File: src/rtl/mem_arb.sv
// mem_arb: round-robin arbiter sharing one single-port memory between NREQ
// requesters. Memory commands are registered (one cycle after the grant).
// Read data is routed back through a tag FIFO that records which requester
// owns each outstanding read. Memory returns read data in issue order.
//
// Ports:
//   clk, rst          clock; asynchronous active-high reset
//   rq_req/rq_write   per-requester request and direction (1 = write)
//   rq_addr/rq_wdata  packed per-requester address and write data
//   rq_gnt            one-hot grant; the command is accepted this cycle
//   rq_rdata_vld      one-hot read-return strobe
//   rq_rdata          read data, broadcast to all requesters
//   mem_req/mem_write/mem_addr/mem_wdata   registered memory command
//   mem_rdata_vld/mem_rdata                read return from memory
//   err               sticky flag: read return seen with no read outstanding
//
// Optional feature, enabled by defining the macro MEM_ARB_PERF_EN:
//   perf_gnt_cnt   per-requester grant counters (NREQ x 32 bits, packed)
//   perf_conf_cnt  count of cycles with two or more eligible requesters
//   Both counters saturate at all-ones and are cleared by rst.
//
// Handshake: a requester holds rq_req and its command fields steady until it
// sees rq_gnt in the same cycle. The request is consumed at that clock edge.
// A requester may withdraw rq_req before it is granted. The memory side has
// no ready signal, because the memory accepts every command.
module mem_arb #(
  parameter int MEM_AW = 16,
  parameter int MEM_DW = 32,
  parameter int NREQ   = 2,
  parameter int OUTST  = 4
) (
  input  logic                   clk,
  input  logic                   rst,
  input  logic [NREQ-1:0]        rq_req,
  input  logic [NREQ-1:0]        rq_write,
  input  logic [NREQ*MEM_AW-1:0] rq_addr,
  input  logic [NREQ*MEM_DW-1:0] rq_wdata,
  output logic [NREQ-1:0]        rq_gnt,
  output logic [NREQ-1:0]        rq_rdata_vld,
  output logic [MEM_DW-1:0]      rq_rdata,
  output logic                   mem_req,
  output logic                   mem_write,
  output logic [MEM_AW-1:0]      mem_addr,
  output logic [MEM_DW-1:0]      mem_wdata,
  input  logic                   mem_rdata_vld,
  input  logic [MEM_DW-1:0]      mem_rdata,
  output logic                   err
`ifdef MEM_ARB_PERF_EN
  ,
  output logic [NREQ*32-1:0]     perf_gnt_cnt,
  output logic [31:0]            perf_conf_cnt
`endif
);

  localparam int IW = (NREQ > 1) ? $clog2(NREQ) : 1;
  localparam int PW = $clog2(OUTST);
  localparam int CW = PW + 1;
  localparam logic [CW-1:0] FULL_CNT = CW'(OUTST);

  logic [MEM_AW-1:0] addr_a  [NREQ];
  logic [MEM_DW-1:0] wdata_a [NREQ];

  for (genvar i = 0; i < NREQ; i++) begin : g_unpack
    assign addr_a[i]  = rq_addr[i*MEM_AW +: MEM_AW];
    assign wdata_a[i] = rq_wdata[i*MEM_DW +: MEM_DW];
  end

  logic [IW-1:0]   last_ptr;
  logic [IW-1:0]   win;
  logic            found;
  logic            gnt_any;
  logic [NREQ-1:0] elig;
  logic            push;
  logic            pop;
  logic            fifo_full;

  logic [IW-1:0]   tag_mem [OUTST];
  logic [PW-1:0]   wr_ptr;
  logic [PW-1:0]   rd_ptr;
  logic [CW-1:0]   count;

  // Fullness uses the pre-pop count. A pop in the same cycle does not make
  // room for a read grant until the next cycle. This keeps the grant path
  // independent of mem_rdata_vld.
  assign fifo_full = (count == FULL_CNT);

  always_comb begin
    elig  = rq_req & (rq_write | {NREQ{~fifo_full}});
    found = 1'b0;
    win   = '0;
    // Scan starts one past the last winner and wraps modulo NREQ.
    for (int k = 1; k <= NREQ; k++) begin
      if (!found && elig[(int'(last_ptr) + k) % NREQ]) begin
        found = 1'b1;
        win   = IW'((int'(last_ptr) + k) % NREQ);
      end
    end
  end

  assign gnt_any = found & ~rst;
  assign rq_gnt  = gnt_any ? (NREQ'(1) << win) : '0;

  assign push = gnt_any & ~rq_write[win];
  assign pop  = mem_rdata_vld & (count != '0) & ~rst;

  // The return path is purely combinational: the head tag selects the
  // destination in the same cycle that the data arrives.
  assign rq_rdata_vld = pop ? (NREQ'(1) << tag_mem[rd_ptr]) : '0;
  assign rq_rdata     = mem_rdata;

  always_ff @(posedge clk or posedge rst) begin
    if (rst) begin
      last_ptr  <= IW'(NREQ - 1);
      mem_req   <= 1'b0;
      mem_write <= 1'b0;
      mem_addr  <= '0;
      mem_wdata <= '0;
      wr_ptr    <= '0;
      rd_ptr    <= '0;
      count     <= '0;
      err       <= 1'b0;
    end else begin
      mem_req <= gnt_any;
      if (gnt_any) begin
        mem_write <= rq_write[win];
        mem_addr  <= addr_a[win];
        mem_wdata <= wdata_a[win];
        last_ptr  <= win;
      end
      if (push) wr_ptr <= wr_ptr + PW'(1);
      if (pop)  rd_ptr <= rd_ptr + PW'(1);
      case ({push, pop})
        2'b10:   count <= count + CW'(1);
        2'b01:   count <= count - CW'(1);
        default: count <= count;
      endcase
      if (mem_rdata_vld && (count == '0)) err <= 1'b1;
    end
  end

  // Tag storage needs no reset. The pointers and count define which entries
  // are valid.
  always_ff @(posedge clk) begin
    if (push) tag_mem[wr_ptr] <= win;
  end

`ifdef MEM_ARB_PERF_EN
  logic [31:0] gnt_cnt [NREQ];
  logic        conflict;

  // Two or more bits are set exactly when clearing the lowest set bit
  // leaves a non-zero value.
  assign conflict = |(elig & (elig - NREQ'(1)));

  for (genvar i = 0; i < NREQ; i++) begin : g_perf
    always_ff @(posedge clk or posedge rst) begin
      if (rst) begin
        gnt_cnt[i] <= '0;
      end else if (rq_gnt[i] && (gnt_cnt[i] != '1)) begin
        gnt_cnt[i] <= gnt_cnt[i] + 32'd1;
      end
    end
    assign perf_gnt_cnt[i*32 +: 32] = gnt_cnt[i];
  end

  always_ff @(posedge clk or posedge rst) begin
    if (rst) begin
      perf_conf_cnt <= '0;
    end else if (conflict && (perf_conf_cnt != '1)) begin
      perf_conf_cnt <= perf_conf_cnt + 32'd1;
    end
  end
`endif

endmodule

File: config.mk
export PLATFORM = sky130hd
export DESIGN_NAME = mem_arb
export DESIGN_NICKNAME = d
export VERILOG_FILES = /design/src/rtl/mem_arb.sv
export SDC_FILE = /design/constraint.sdc
export NUM_CORES = 1
export LEC_CHECK = 0
export ABC_AREA = 1
export CAP_MARGIN = 30
export CORE_ASPECT_RATIO = 0.5
export CORE_MARGIN = 3
export CORE_UTILIZATION = 39
export CTS_BUF_LIST = sky130_fd_sc_hd__clkbuf_4
export CTS_CLUSTER_DIAMETER = 100
export DETAILED_ROUTE_END_ITERATION = 16
export PLACE_DENSITY = 0.88
export SYNTH_ARGS = -nofsm -noshare
export SYNTH_HDL_FRONTEND = slang
export SYNTH_SLANG_ARGS = --single-unit
File: constraint.sdc
create_clock -name clk -period 5 [get_ports clk]
set_clock_uncertainty 0.1 [all_clocks]
set_input_delay 1 -clock clk [delete_from_list [all_inputs] [get_ports clk]]
set_output_delay 1 -clock clk [all_outputs]
set_load 0.05 [all_outputs]
# Yosys cells after proc, flatten, opt, wreduce, memory -nomap -nowiden
# Memories as Yosys holds them, arrays and structs flattened.
# Cells that the tools add are included.
# W data, S select, Z words.
# totals
ff_bits,59
mem_bits_rw,4
mem_count,1
# memory_table
name,words,word_bits,read_ports,rd_ports_with_merged_regs,wr,line_no,rtl
tag_mem,4,1,1,0,1,77,logic [IW-1:0] tag_mem [OUTST];
# op_classes
magnitude_cmp,4
bitwise,12
add_sub_neg,6
n_reduce_logical,6
n_eq_ne,3
shifts,2
muxes,23
# op_table
operator,count
$mux W32,3
$mux W16,3
$mux W1,14
$lt A2 B3 Y1 const B,2
$pmux W3 S2,1
$add A2 B1 Y2 const B,2
$and A1 B1 Y1,4
$mux W2,2
$shl A1 B1 Y2 const A,2
$add A3 B1 Y3 const B,1
$eq A3 B3 Y1 const B,1
$logic_not A3 Y1,1
$not A1 Y1,3
$reduce_bool A3 Y1,1
$sub A3 B1 Y3 const B,1
$add A1 B1 Y1 const B,2
$and A1 B1 Y1 const A,2
$and A2 B2 Y2,1
$eq A2 B1 Y1 const B,1
$eq A2 B2 Y1 const B,1
$ge A2 B2 Y1 const B,1
$logic_and A1 B1 Y1,2
$lt A1 B2 Y1 const B,1
$not A1 Y2,1
other kinds (3),3

# Depth between registers and ports, before layout
# Gate-level depths: netlist (run 1).
# depth
ltp_word,17
ltp_mapped,13
depth_no_buf,13

# Worst setup path after synthesis (run 1)
# OpenSTA, ideal clock, no wires.
# synth_timing
path_type,in2out
startpoint,input rst
endpoint,output rq_rdata_vld[0]
path_stages,3
path_slack_ns,0.522
n_path_buf,0
arrival_time_ns,3.378
t_required_ns,3.900
cell_sequence,inv_1 nand3_1 nor2_1
# synth_between
elab_chain_len,3
# synth_rtl
element,line_no,rtl
start: declaration,33,"input logic rst,"
$not A1 Y1,104,assign pop = mem_rdata_vld & (count != '0) & ~rst;
$and A1 B1 Y1,104,
$mux W2,108,assign rq_rdata_vld = pop ? (NREQ'(1) << tag_mem[rd_ptr]) : '0;
end: declaration,39,"output logic [NREQ-1:0] rq_rdata_vld,"
# Every way passes these cells.

# Final worst setup path (run 1)
# layout_timing
startpoint,input rst
endpoint,output rq_gnt[0]
# layout_between
elab_chain_len,3
# layout_rtl
element,line_no,rtl
$not A1 Y1,100,assign gnt_any = found & ~rst;
$and A1 B1 Y1,100,
$mux W2,101,assign rq_gnt = gnt_any ? (NREQ'(1) << win) : '0;
end: declaration,38,"output logic [NREQ-1:0] rq_gnt,"
# Every way passes these cells.

==> impl_results.md, run 1 <==
- Combinational group share of total power: 52.8%
- Mean number of vias per cell: approximately 4.6
- Register bit count reported by yosys: 63
- Number of top-level pins: 222
- Main area contributors after synthesis: dfrtp_1, nand2_1, nand3_1
- Number of antenna repair diodes: 0
- Hold Slack: between 300 and 400 ps
- Relative contribution of sequential cells to total power: between 30% and 40%
- Initial standard-cell utilization of the core: roughly two fifths
- Clock transition at path regs: roughly 100 ps
- Buffer levels on the longest clock path: 2
- CTS Buf Count: 9
- Count of endpoints failing hold in the final timing report: 0
- GRT Util Overall: about a fifth
- Clock tree from TritonCTS: done
- Sequential cell area fraction in the yosys report: 50.7%
- Post-layout min period: around 3800 ps
- Final setup violation count: 0
- Post-synthesis instance area: roughly 3200 µm²
- Class of the most critical setup path: input port to output port
- Chip Height: 69.6 µm
- Area share of the leading cell type in the synthesized netlist: between 40 and 50%
- Area of the core region: between 7000 and 8000 µm²
- Internal power component: around 1300 µW
- Total via count in the routed design: around 2800
- Cells resized by post-CTS repair: 0
- Root buffer cell: clkbuf_4
- Unrepaired setup endpoints after global routing: false
- Wirelength, routed: approximately 8.9 mm
- Max capacitance violation total: 0
- Growth of design area from synthesis to finish: 48.4%
- Global route total overflow: 0
- Slew HR: about half
- Unique cell type count in the Yosys netlist: 26
- Mean routed wirelength per cell: approximately 14 µm
- Post-DP HPWL: approximately 6.6 mm
- Die width: 133 µm
- Final TNS setup: 0 ps
- Max VDD drop: 234 µV
- Count of buffers inserted at the top-level ports: about 160
- Number of routed nets with antenna violations: 0
- Number of enable-type register cells in the synthesized netlist: 4
- Fraction of layout cells with a size suffix above 1: 6.90%
- Biggest fanout along the worst timing path: around 60
- Yosys warnings: 0
- Ys async rst share: between 90% and 100%
- NumNets Final: ~640
- First-pass GRT wire length: around 14 mm
- Outcome: completed
- Setup fix buffers added after clock tree synthesis: 0
- Pins Over Slew Limit: 0
- Most area-hungry cell type in the Yosys netlist: dfrtp_1
- Total number of clock tree sinks: 63
- Via count of the first global-routing pass: 2842
- Data arrival time at the worst-slack endpoint: between 2000 and 3000 ps
- Number of cells produced by synthesis: roughly 380
- Clock share of power: about 14%
- GP Congestion: around 0.86
- Dominant synthesized flop cell: dfrtp_1
- H-tree levels: 3
- Antenna violations before repair: 0
- Number of remaining DRC errors: 0
- Switching portion of total power: between 40% and 50%
- Category of the worst setup path launch point: input port
- Synth Net Count: 518
- Largest net degree at the start of global routing: 62
- Kind of end point of the critical path: output port
- Hold bufs inserted after CTS: 0
- Share of the core filled with cells: 61.6%
- Total power of the final layout: 2370 µW
- Initial DRT Pass Iterations: 4
- Mean Syn Cell Area: between 8 and 9 µm²
- Pin slew with the least headroom to its limit: between 700 and 800 ps
- Site Rows: 22
- Type of the most critical hold path: flop to flop
- Data required time of the critical path: approximately 4000 ps
- Final cycle utilization of the critical path: between 70% and 80%
- Die ar.: between 9000 and 10000 µm²
- Count of routing violations after the opening detailed-route iteration: 194
- Switching power of the nets: approximately 1100 µW
- Source-to-sink clock delay at the later pin of the worst-skew pair: 420 ps
- Power per cell area: between 500 and 600 nW/µm²
- Static Leakage: about 0.0021 µW
- Achievable frequency: ~0.27 GHz
## synthesized netlist by cell type (3+ instances only)
cell type  instances
buf_2              8
inv_1             17
nand3_1           51
buf_6              4
dfrtp_1           58
inv_2              3
nand2_2            4
nand3_2            3
nand2_1          158
nor2_1            10
ha_1               5
edfxtp_1           4
buf_4             34
## power groups by stage
stage | Combinational, µW | Sequential [µW] | Clock (µW)
after floorplan | 408 | 1250 | 0
after global placement | 1240 | 787 | 0
after detailed placement | 1260 | 794 | 0
after CTS | 1260 | 785 | 344
after global routing | 1330 | 809 | 368
final | 1250 | 784 | 333
## metal layers
metal,track usage [%],up-vias,part of all wire (%)
li1,-,1399,-
met1,22.0,1339,39
met2,34.3,74,53
met3,5.87,31,4.6
met4,9.01,0,3.5
met5,0,-,0
## registers in the layout, summed over array words and instances, names as in the netlist
signal	flops
wr_ptr	2
err	1
count	3
mem_addr	16
mem_req	1
tag_mem	4
mem_wdata	32
last_ptr	1
mem_write	1
rd_ptr	2
## layout by cell type (no fill, tap or decap), types with 2 or more instances in the layout
cell and instances:
nand2_1 158, clkdlybuf4s50_1 155, dfrtp_1 58, nand3_1 51
inv_1 16, nor2_1 10, clkbuf_4 10, ha_1 5
buf_4 5, nand2_2 4, inv_2 4, edfxtp_1 4
nand3_2 3, clkinv_1 3, nor2_4 2, o21ai_0 2
nand4_1 2, a21oi_1 2, xor2_1 2, clkinv_2 2
## critical path, stage by stage
cell	delay [ps]
clkdlybuf4s50_1	450
inv_2	90
buf_4	610
nand2_2	160
nor2_4	180
buf_12	150
## area by class of cell
class / count / area [µm²]
Clock buffer: 10 / 75.1
Multi-Input combinational cell: 247 / 1140
Clock inverter: 6 / 51.3
Fill cell: 668 / 2920
Timing Repair Buffer: 161 / 1610
Inverter: 20 / 75.1
Tap cell: 108 / 135
Sequential cell: 63 / 1600
## path summary, 6_finish.rpt
check                      startpoint           to  slack, ps  cells past startpoint
min                         rd_ptr[1]    rd_ptr[1]        380                      1
max reg2reg                  count[0]     count[2]       2590                     13
min in group asynchronous         rst    wr_ptr[0]       1110                      3
min reg2reg                 rd_ptr[1]    rd_ptr[1]        380                      1
max                               rst    rq_gnt[0]       1230                      6
max in group asynchronous         rst  mem_addr[0]       3180                      3
## cell families (layout without fill, tap and decap cells)
| group | count (synthesis) | after routing | share of synthesized area (%) |
|---|---|---|---|
| flops | 63 | 63 | 50.7 |
| xor+xnor | 3 | 3 | 0.833 |
| compound gates | 7 | 7 | 1.47 |
| buf+inv | 67 | 197 | 13.3 |
| simple gates | 231 | 231 | 31.1 |
| fa+ha+maj | 6 | 6 | 2.62 |
## metrics by stage
step	setup WS, ps	cell area [µm²]	instances
2_1_floorplan	522	3150	377
3_3_place_gp	1210	4550	599
3_5_place_dp	1180	4550	599
4_1_cts	1170	4680	615
5_1_grt	1060	4680	615
6_report	1230	4680	615
(Power assumes the default switching activity.)
==> run 2, diff against run 1 <==
--- a/config.mk
+++ b/config.mk
@@ -9,11 +9,11 @@
 export CAP_MARGIN = 30
 export CORE_ASPECT_RATIO = 0.5
 export CORE_MARGIN = 3
-export CORE_UTILIZATION = 39
+export CORE_UTILIZATION = 33
 export CTS_BUF_LIST = sky130_fd_sc_hd__clkbuf_4
 export CTS_CLUSTER_DIAMETER = 100
 export DETAILED_ROUTE_END_ITERATION = 16
-export PLACE_DENSITY = 0.88
+export PLACE_DENSITY = 0.8
 export SYNTH_ARGS = -nofsm -noshare
 export SYNTH_HDL_FRONTEND = slang
 export SYNTH_SLANG_ARGS = --single-unit
==> constraint.sdc (replaced) <==
create_clock -name clk -period 3.2 [get_ports clk]
set_clock_uncertainty 0.1 [all_clocks]
set_input_delay 0.64 -clock clk [delete_from_list [all_inputs] [get_ports clk]]
set_output_delay 0.64 -clock clk [all_outputs]
set_load 0.05 [all_outputs]
==> run 2 against run 1 <==
  * Clock-buffer cell count is the same
  * Cell area fell by 0.13%
  * Sequential share of layout area hardly changed
  * Via count shrank 1.4%
  * Power rose by 53%
  * Critical path depth rose by 4
  * Sequential cell count stayed put
  * Combinational power is 55% higher
  * Die area rose by 17%
  * Sequential power up 57%
==> impl_results.md, run 2 (same netlist as run 1, synthesis figures left out) <==
- Internal power component: roughly 1900 µW
- GRT Util Overall: ~17%
- Final TNS setup: 0 ps
- Setup fix buffers added after clock tree synthesis: 0
- Beginning of the worst hold path: rd_ptr[1]
- Final setup violation count: 0
- Max VDD drop: approximately 280 µV
- Biggest fanout along the worst timing path: 6
- Combinational group share of total power: between 50% and 60%
- Worst-case register-to-register setup slack: between 800 and 900 ps
- Number of antenna repair diodes: 0
- H-tree levels: 3
- Site Rows: 24
- Final cycle utilization of the critical path: between 80% and 90%
- Number of routed nets with antenna violations: 0
- First-pass GRT wire length: 13.8 mm
- Most frequent standard cell in the layout excluding fill and tap cells: nand2_1
- Total number of clock tree sinks: 63
- Source-to-sink clock delay at the later pin of the worst-skew pair: approximately 400 ps
- Hold Slack: about 370 ps
- Clock share of power: between 10% and 20%
- Number of remaining DRC errors: 0
- Total via count in the routed design: 2802
- GP Congestion: between 0.7 and 0.8
- Relative contribution of sequential cells to total power: between 30% and 40%
- Outcome: completed
- CTS Buf Count: 9
- Crit path from: rq_write[1]
- Switching power of the nets: between 1500 and 2000 µW
- Static Leakage: roughly 0.0021 µW
- Number of top-level pins: around 220
- Power per cell area: ~770 nW/µm²
- Mean number of vias per cell: around 4.5
- Fraction of layout cells with a size suffix above 1: ~7.7%
- Post-layout min period: approximately 2700 ps
- Antenna violations before repair: 0
- Die width: about 140 µm
- Growth of design area from synthesis to finish: 48.2%
- Achievable frequency: between 0.3 and 0.4 GHz
- Count of endpoints failing hold in the final timing report: 0
- Register containing the most flip-flops in the final layout: mem_wdata
- Initial standard-cell utilization of the core: about a third
- Largest net degree at the start of global routing: 50
- Unrepaired setup endpoints after global routing: false
- Chip Height: about 75 µm
- Root buffer cell: clkbuf_4
- Worst reg2reg path endpoint: count[2]
- Termination of the worst setup path: rq_gnt[1]
- Critical R2R Launch: count[0]
- NumNets Final: roughly 640
- Area of all placed cells without fillers: roughly 4700 µm²
- Post-DP HPWL: 6.57 mm
- Area of the core region: 9010 µm²
- Number of flip-flops in the largest register: 32
- Switching portion of total power: a little under half
- R2r worst-path depth: 13
- Mean routed wirelength per cell: ~14 µm
- Data required time of the critical path: around 2500 ps
- Count of buffers inserted at the top-level ports: about 160
- Placement-stage cell area: ~4600 µm²
- Category of the worst setup path launch point: input port
- Kind of end point of the critical path: output port
- Fillers: around 850
- Clock transition at path regs: approximately 100 ps
- Global route total overflow: 0
- Cells resized by post-CTS repair: 0
- Data arrival time at the worst-slack endpoint: approximately 1900 ps
- Class of the most critical setup path: input port to output port
- Type of the most critical hold path: flop to flop
- Clock tree from TritonCTS: done
- Slew HR: between 50% and 60%
- Count of routing violations after the opening detailed-route iteration: 117
- Buffer levels on the longest clock path: 2
- Registers with the highest flip-flop counts: mem_wdata (32), mem_addr (16), tag_mem (4)
- Pin slew with the least headroom to its limit: 645 ps
- Via count of the first global-routing pass: between 2000 and 3000
- Pins Over Slew Limit: 0
- Die ar.: about 11000 µm²
- Hold bufs inserted after CTS: 0
- Wirelength, routed: 8.90 mm
- Most used cells in the layout excluding fill and tap cells: nand2_1, clkdlybuf4s50_1, dfrtp_1
- Initial DRT Pass Iterations: 4
- Max capacitance violation total: 0
## run 2: cell types whose count changed in the layout (fill, tap and decap cells not counted)
cell,delta
buf_4,+3
bufinv_16,-1
clkdlybuf4s50_1,-2
clkinv_1,-1
clkinv_2,+2
clkinvlp_4,+1
inv_2,-1
## run 2: critical path, stage by stage
cell,delay (ps)
clkdlybuf4s50_1,510
inv_1,60
nand3_2,70
nand2_2,70
inv_2,60
nand2_2,60
inv_2,130
nand2_2,70
inv_2,60
buf_4,190
## run 2: power by group through the flow
| stage | combinational [µW] | sequential (µW) | clock (µW) |
|---|---|---|---|
| 6_report | 1940 | 1230 | 442 |
| 5_1_grt | 2080 | 1270 | 508 |
| 4_1_cts | 1970 | 1230 | 470 |
| 3_5_place_dp | 1960 | 1240 | 0 |
| 3_3_place_gp | 1940 | 1230 | 0 |
| 2_1_floorplan | 637 | 1960 | 0 |
## run 2: worst min path at each step
stage | cells past startpoint | endpoint
5_1_grt | 2 | last_ptr
3_5_place_dp | 1 | err
4_1_cts | 1 | rd_ptr[1]
3_3_place_gp | 1 | err
6_report | 1 | rd_ptr[1]
2_1_floorplan | 1 | rd_ptr[1]
## run 2: final cells by class
cell class,count,area [µm²],area share [%]
timing repair buffer,162,1610,34.5
sequential,63,1600,34.2
multi-input combinational,247,1140,24.3
tap,117,146,3.13
inverter,20,78.8,1.69
clock buffer,10,75.1,1.61
clock inverter,6,27.5,0.589
## run 2: per-layer routing
layer	up-vias	track usage (%)	share of wire, %
met5	-	0	0
met4	0	6.72	1.8
met3	12	6.09	5.5
met2	69	29.7	54
met1	1315	18.6	39
li1	1406	-	-
## run 2: metrics by stage
stage               instances  utilization (%)  setup slack (ps)  power, µW
detailed placement        609             50.7               228       3210
global route              625             51.9               423       3850
floorplan                 377                -               182       2600
global placement          609             50.7               272       3170
CTS                       625             51.9               495       3670
finish                    625             51.9               524       3610
